[src/rtl/shift_sin_pout_rx.sv]
// Serial-in / parallel-out receiver: synchronises an external sclk/select/sin
// interface and delivers 9-bit frames (8 data MSB-first + even parity) to a consumer.
module shift_sin_pout_rx #(
    parameter int SYNC_STAGES = 2
) (
    input  logic       clk,
    input  logic       reset_n,
    input  logic       sclk,
    input  logic       select,
    input  logic       sin,
    output logic [7:0] data_out,
    output logic       parity_err,
    output logic       data_valid,
    input  logic       data_ack,
    output logic       overrun,
    output logic       abort,
    output logic       busy
);

    typedef enum logic {IDLE, SHIFT} state_t;

    state_t                 state;
    logic [SYNC_STAGES-1:0] sclk_sync;
    logic [SYNC_STAGES-1:0] sel_sync;
    logic [SYNC_STAGES-1:0] sin_sync;
    logic                   sclk_hist;
    logic [7:0]             shreg;
    logic [3:0]             bit_cnt;

    logic sclk_s;
    logic sel_s;
    logic sin_s;
    logic shift_evt;
    logic frame_done;
    logic ack_ok;

    // History flop resets high so an sclk held high through reset is not an edge.
    always_ff @(posedge clk or negedge reset_n) begin
        if (!reset_n) begin
            sclk_sync <= '0;
            sel_sync  <= '0;
            sin_sync  <= '0;
            sclk_hist <= 1'b1;
        end else begin
            sclk_sync <= {sclk_sync[SYNC_STAGES-2:0], sclk};
            sel_sync  <= {sel_sync[SYNC_STAGES-2:0], select};
            sin_sync  <= {sin_sync[SYNC_STAGES-2:0], sin};
            sclk_hist <= sclk_s;
        end
    end

    assign sclk_s     = sclk_sync[SYNC_STAGES-1];
    assign sel_s      = sel_sync[SYNC_STAGES-1];
    assign sin_s      = sin_sync[SYNC_STAGES-1];
    assign shift_evt  = (state == SHIFT) && sel_s && sclk_s && !sclk_hist;
    assign frame_done = shift_evt && (bit_cnt == 4'd8);
    assign ack_ok     = data_valid && data_ack;

    // A select fall wins over a coincident shift event.
    always_ff @(posedge clk or negedge reset_n) begin
        if (!reset_n) begin
            state   <= IDLE;
            busy    <= 1'b0;
            abort   <= 1'b0;
            shreg   <= 8'h00;
            bit_cnt <= 4'd0;
        end else begin
            abort <= 1'b0;
            case (state)
                IDLE: begin
                    if (sel_s) begin
                        state <= SHIFT;
                        busy  <= 1'b1;
                    end
                end
                SHIFT: begin
                    if (!sel_s) begin
                        state   <= IDLE;
                        busy    <= 1'b0;
                        abort   <= (bit_cnt != 4'd0);
                        shreg   <= 8'h00;
                        bit_cnt <= 4'd0;
                    end else if (shift_evt) begin
                        if (bit_cnt == 4'd8) begin
                            shreg   <= 8'h00;
                            bit_cnt <= 4'd0;
                        end else begin
                            shreg   <= {shreg[6:0], sin_s};
                            bit_cnt <= bit_cnt + 4'd1;
                        end
                    end
                end
                default: begin
                    state <= IDLE;
                    busy  <= 1'b0;
                end
            endcase
        end
    end

    // Output holding register; an ack in the completion cycle frees the slot.
    always_ff @(posedge clk or negedge reset_n) begin
        if (!reset_n) begin
            data_out   <= 8'h00;
            parity_err <= 1'b0;
            data_valid <= 1'b0;
            overrun    <= 1'b0;
        end else if (frame_done) begin
            if (!data_valid || data_ack) begin
                data_out   <= shreg;
                parity_err <= ^{shreg, sin_s};
                data_valid <= 1'b1;
                if (ack_ok)
                    overrun <= 1'b0;
            end else begin
                overrun <= 1'b1;
            end
        end else if (ack_ok) begin
            data_valid <= 1'b0;
            overrun    <= 1'b0;
        end
    end

endmodule

[config.mk]
export PLATFORM = sky130hd
export DESIGN_NAME = shift_sin_pout_rx
export DESIGN_NICKNAME = d
export VERILOG_FILES = /design/src/rtl/shift_sin_pout_rx.sv
export SDC_FILE = /design/constraint.sdc
export NUM_CORES = 1
export LEC_CHECK = 0
export ABC_AREA = 0
export BUFFER_PORTS_ARGS = -buffer_cell sky130_fd_sc_hd__buf_4
export CAP_MARGIN = 20
export CORE_MARGIN = 2
export CORE_UTILIZATION = 30
export DETAILED_ROUTE_END_ITERATION = 10
export GPL_TIMING_DRIVEN = 0
export HOLD_SLACK_MARGIN = 0.12
export REMOVE_ABC_BUFFERS = 1
export SLEW_MARGIN = 20
export SYNTH_ARGS = -nofsm -noshare
export SYNTH_HDL_FRONTEND = slang
export SYNTH_SLANG_ARGS = --single-unit
export TNS_END_PERCENT = 10
[constraint.sdc]
create_clock -name clk -period 2.1 [get_ports clk]
set_input_delay 0.42 -clock clk [delete_from_list [all_inputs] [get_ports clk]]
set_output_delay 0.42 -clock clk [all_outputs]
set_load 0.01 [all_outputs]
Word level (Yosys, flattened, before mapping) --
Index checks and enable logic that the tools add are counted.
Cells by class: add/sub/neg operators 1, muxes and demuxes 18, bitwise logic cells 1, reductions and logical operators 15, equality and inequality tests 5
Operators with widths (count):
- 8-bit 2-to-1 mux | 3
- 4-bit 2-to-1 mux | 3
- 1-bit 2-to-1 mux | 11
- 9-bit XOR reduction | 1
- 2-bit AND reduction | 4
- 1-bit logical AND | 5
- 4-bit by 1-bit adder with 4-bit output (second input constant) | 1
- 4-bit == test (second input constant) | 1
- 2-bit by 1-bit inequality test with 1-bit output (second input constant) | 2
- 2-bit inequality test (second input constant) | 2
- 4-bit nonzero test | 1
- 1-bit zero test | 2
- 1-bit case mux with 2 select lines | 1
- 2-bit nonzero test | 1
- 1-bit logical OR | 1
- 1-bit inverter | 1
Storage, ports and cells: bits of input ports 6, output and inout port bits 13, bits in registers 33

Depth between registers and ports, before layout --
depth in word-level cells 6, mapped depth 7

Least setup slack after synthesis --
No wires, ideal clock.
path type flip-flop to flip-flop, from register sel_sync[1], to register data_out[0], required time 1.975 ns, buffers on the path 0, path slack 0.495 ns, data arrival time 1.480 ns, cell stages (with the launch flop) 5, cell sequence dfrtp_1 > ha_1 > nand3b_4 > a211oi_4 > mux2_2
On the way: longest elaborated chain between the ends 5
Ends and longest elaborated chain:
- start, declared | RTL line 24 | logic [SYNC_STAGES-1:0] sel_sync;
- start signal, assigned | RTL line 46 | sel_sync <= {sel_sync[SYNC_STAGES-2:0], select};
- 1-bit logical AND (3 in a row) | RTL line 55 | assign shift_evt = (state == SHIFT) && sel_s && sclk_s && !sclk_hist;
- 1-bit logical AND | RTL line 56 | assign frame_done = shift_evt && (bit_cnt == 4'd8);
- 2-bit AND reduction (no source line)
- end signal, assigned | RTL line 110 | data_out <= shreg;
- end, declared | RTL line 11 | output logic [7:0] data_out,
No other way between the ends. A chain may end at the register's enable or synchronous reset.

Final worst setup path --
from register sel_sync[1], to register bit_cnt[3]
On the way: longest elaborated chain between the ends 5, elaborated cells between the ends (all ways) 6, classes of those cells eq/ne (1); mux (1); reduce/logical (4)
Ends and longest elaborated chain:
- 1-bit logical AND (3 in a row) | RTL line 55
- 2-bit by 1-bit inequality test with 1-bit output (no source line)
- 2-bit AND reduction (no source line)
- end signal, assigned | RTL line 89 | bit_cnt <= bit_cnt + 4'd1;
- end, declared | RTL line 28 | logic [3:0] bit_cnt;
Parallel ways exist; a longest one is shown, timed or not.

==> flow_summary.yaml <==
outcome:
  outcome: "completed"
synth:
  syn_inst: 110
  synth_warnings: 0
  post_synth.cell_area_avg_um2: 12.50
  post_synthesis_sequential_area_ratio: 0.6015
  ys_seq_elements: 33
  synth-edff-count: 0
  synth-async-reset-ratio: 1.000
  syn_area_um2: 1375
  postSynth.topFlopCell: "sky130_fd_sc_hd__dfrtp_1"
  yosys.cell_types.count: 25
timing:
  timing.max_slew.rel_slack: 0.6120
  final.min_clock_period_ps: 1954
  fmax_ghz: 0.5117
  setup_viol: 0
  timing.final.max_slew_violations: 0
  setup_repair_after_global_routing_missed_its_margin: "false"
  tightest_slew_ps: 582.0
  layout_skew_ps: 5.100
  period_share: 0.9307
  final.setup.tns_ps: 0
  report.final.hold_viol_count: 0
  whs_ps: 245.0
grt:
  overflow: 0
  grt_most_used_layer: "met2"
  antenna_violations_before_repair: 0
  globalRouteMet1Util: 0.1318
  grtUsageMet3: 0.04360
  grt_max_degree: 34
  global_route_wire_length_before_repair_um: 3905
  grt.total_usage: 0.1021
  met2_demand_to_capacity_share_in_global_routing: 0.1430
  number_of_global_route_vias_before_repair: 846
clocking:
  clk_pin_slew_ps: 60
  clock_sinks: 33
  tritoncts: "done"
  cts_root_buffer: "sky130_fd_sc_hd__clkbuf_8"
  cts_made_buffers: 5
  number_of_h_tree_levels: 2
  cts_resized: 0
  cts_setup_buffers: 0
  cts_hold_buf: 1
  clkLatencyLatePin_ps: 280
  cts-root-to-sink-buffers: 2
setup_path:
  worst_reg2reg_path_depth: 5
  crit_path_dat_ps: 2170
  crit_path_start_kind: "flip-flop"
  crit-reg2reg-launch: "sel_sync[1]"
  critical_path_class: "flip-flop to flip-flop"
  critPathMaxFanout: 22
  wp_data_required_ps: 2310
  reg2reg_setup_slack_ps: 150
  regToRegEndpoint: "bit_cnt[3]"
  critical_path.endpoint_type: "flip-flop"
detailed_routing:
  remaining_drc_errors: 0
  drt-total-wl_um: 2249
  antenna_left: 0
  drt-initial-drc-count: 6
  wl_per_cell_um: 12.09
  vias_per_cell: 4.403
  count_of_tritonroute_iterations_in_the_first_routing_pass: 2
  vias: 819
floorplanning:
  core.rowCount: 24
  dieHeight_um: 71.70
  ioPinCount: 19
  dieWidth_um: 71.70
  die_area_um2: 5141
  floorplan.initialDensity: 0.3136
  floorplan.core_area_um2: 4384
finish:
  post-route-cell-area_um2: 1689
  multi_input_area_um2: 520.5
  final.fill_count: 446
  flow.area_growth_from_synthesis_pct: 22.84
  diodes: 0
  final_net_count: 142
  fraction_of_layout_instances_using_a_drive_strength_above_1: 0.2910
  sequential_cell_area_in_the_final_layout_um2: 827.0
power_and_ir_drop:
  max-vdd-ir-drop_mv: 0.5496
  part_of_the_power_in_registers: 0.480
  net-switching-power_uw: 345.9
  power.density_cell_area_nw_per_um2: 888.6
  p_leak_nw: 0.8380
  sw_frac_of_total: 0.2304
  share_comb_of_total_power: 0.120
  clock_power_share: 0.400
  cell_internal_pwr_mw: 1.155
placed_design:
  place.port_buffers: 18
  gp_routability_congestion: 0.7249
  post_detailed_placement_cell_area_um2: 1563
  detailedPlacementHpwl_um: 1514
run:
  maxCapViolations: 0
min_path:
  min_path_cells: 1
  timing.hold.worst_endpoint: "sel_sync[0]"
  worst_hold_path_type: "input pin to flip-flop"
  worstHoldStart: "select"
-- state kept, by name, indices dropped and copies added, names as in the netlist --
signal      flops
parity_err      1
sclk_hist       1
data_out        8
bit_cnt         4
state           1
sel_sync        2
sin_sync        2
shreg           8
abort           1
overrun         1
data_valid      1
busy            1
sclk_sync       2
-- cell type report --
type,count,share of cell area
clock inverters,1,0.01778
multi-input cells,70,0.3081
flip-flops and latches,33,0.4896
repair buffers,19,0.08593
inverters,4,0.008889
well taps,52,0.03852
clock buffers,7,0.05111
-- layout by cell type (no fill, tap or decap), types with 3 or more instances in the layout --
cell	instances
sky130_fd_sc_hd__ha_1	3
sky130_fd_sc_hd__mux2_2	10
sky130_fd_sc_hd__clkbuf_8	6
sky130_fd_sc_hd__o21ai_0	9
sky130_fd_sc_hd__nand3_1	3
sky130_fd_sc_hd__nand2_1	20
sky130_fd_sc_hd__inv_1	4
sky130_fd_sc_hd__dfrtp_1	32
sky130_fd_sc_hd__xnor2_1	5
sky130_fd_sc_hd__a21o_1	4
sky130_fd_sc_hd__buf_4	18
-- per-layer routing --
layer,vias up,routed length (um)
met5,-,0
met4,0,49
met3,5,91
met2,16,1025
met1,384,1082
li1,414,-
-- stage by stage --
| stage | utilization | total power [mW] | instances | setup WS (ps) |
|---|---|---|---|---|
| after floorplan | - | 0.8461 | 107 | 368.2 |
| after global placement | 0.3565 | 0.9034 | 177 | 213.2 |
| after detailed placement | 0.3565 | 0.9128 | 177 | 161.6 |
| after global routing | 0.3853 | 1.584 | 186 | 41.83 |
| final | 0.3853 | 1.501 | 186 | 145.6 |
| after CTS | 0.3853 | 1.529 | 186 | 138.5 |
-- worst max-delay path, cell delays in order (launching register included) --
cell	delay, ps
sky130_fd_sc_hd__dfrtp_1	450
sky130_fd_sc_hd__ha_1	240
sky130_fd_sc_hd__nand3b_4	120
sky130_fd_sc_hd__a21o_1	400
sky130_fd_sc_hd__or4_1	580
sky130_fd_sc_hd__nand3_1	90
-- kinds of logic after synthesis --
| family | synth area share |
|---|---|
| flops | 0.6015 |
| buf+inv | 0.02001 |
| mux | 0.08189 |
| fa+ha+maj | 0.02730 |
| compound gates | 0.08826 |
| xor+xnor | 0.05459 |
| simple gates | 0.1265 |
-- synthesized netlist by cell type (all sizes together) (2+ instances only) --
cell type  instances  area (um^2)
nand3              3        15.01
nor3               2        10.01
a21oi              2        10.01
xnor2              5        43.79
mux2              10        112.6
nand3b             2        40.04
dfrtp             32        800.8
nand2             20        75.07
a21o               4        30.03
ha                 3        37.54
inv                4        15.01
clkbuf             2        7.510
o21ai              9        45.04
-- worst max path at each step --
| stage | startpoint | endpoint | slack [ps] | depth (start not counted) |
|---|---|---|---|---|
| final | sel_sync[1] | bit_cnt[3] | 150 | 5 |
| after global routing | sel_sync[1] | bit_cnt[3] | 40 | 5 |
| after CTS | sel_sync[1] | bit_cnt[3] | 140 | 5 |
| after detailed placement | sel_sync[1] | bit_cnt[3] | 160 | 5 |
| after global placement | sel_sync[1] | bit_cnt[3] | 210 | 5 |
| after floorplan | sel_sync[1] | bit_cnt[3] | 370 | 5 |
-- power by group through the flow --
stage | Combinational [mW] | Clock [mW] | Sequential, mW
CTS | 0.185 | 0.625 | 0.719
global placement | 0.175 | 0 | 0.728
global route | 0.205 | 0.655 | 0.724
finish | 0.180 | 0.600 | 0.720
floorplan | 0.120 | 0 | 0.727
detailed placement | 0.182 | 0 | 0.731
Note: power is estimated with default switching activity, not from simulation.
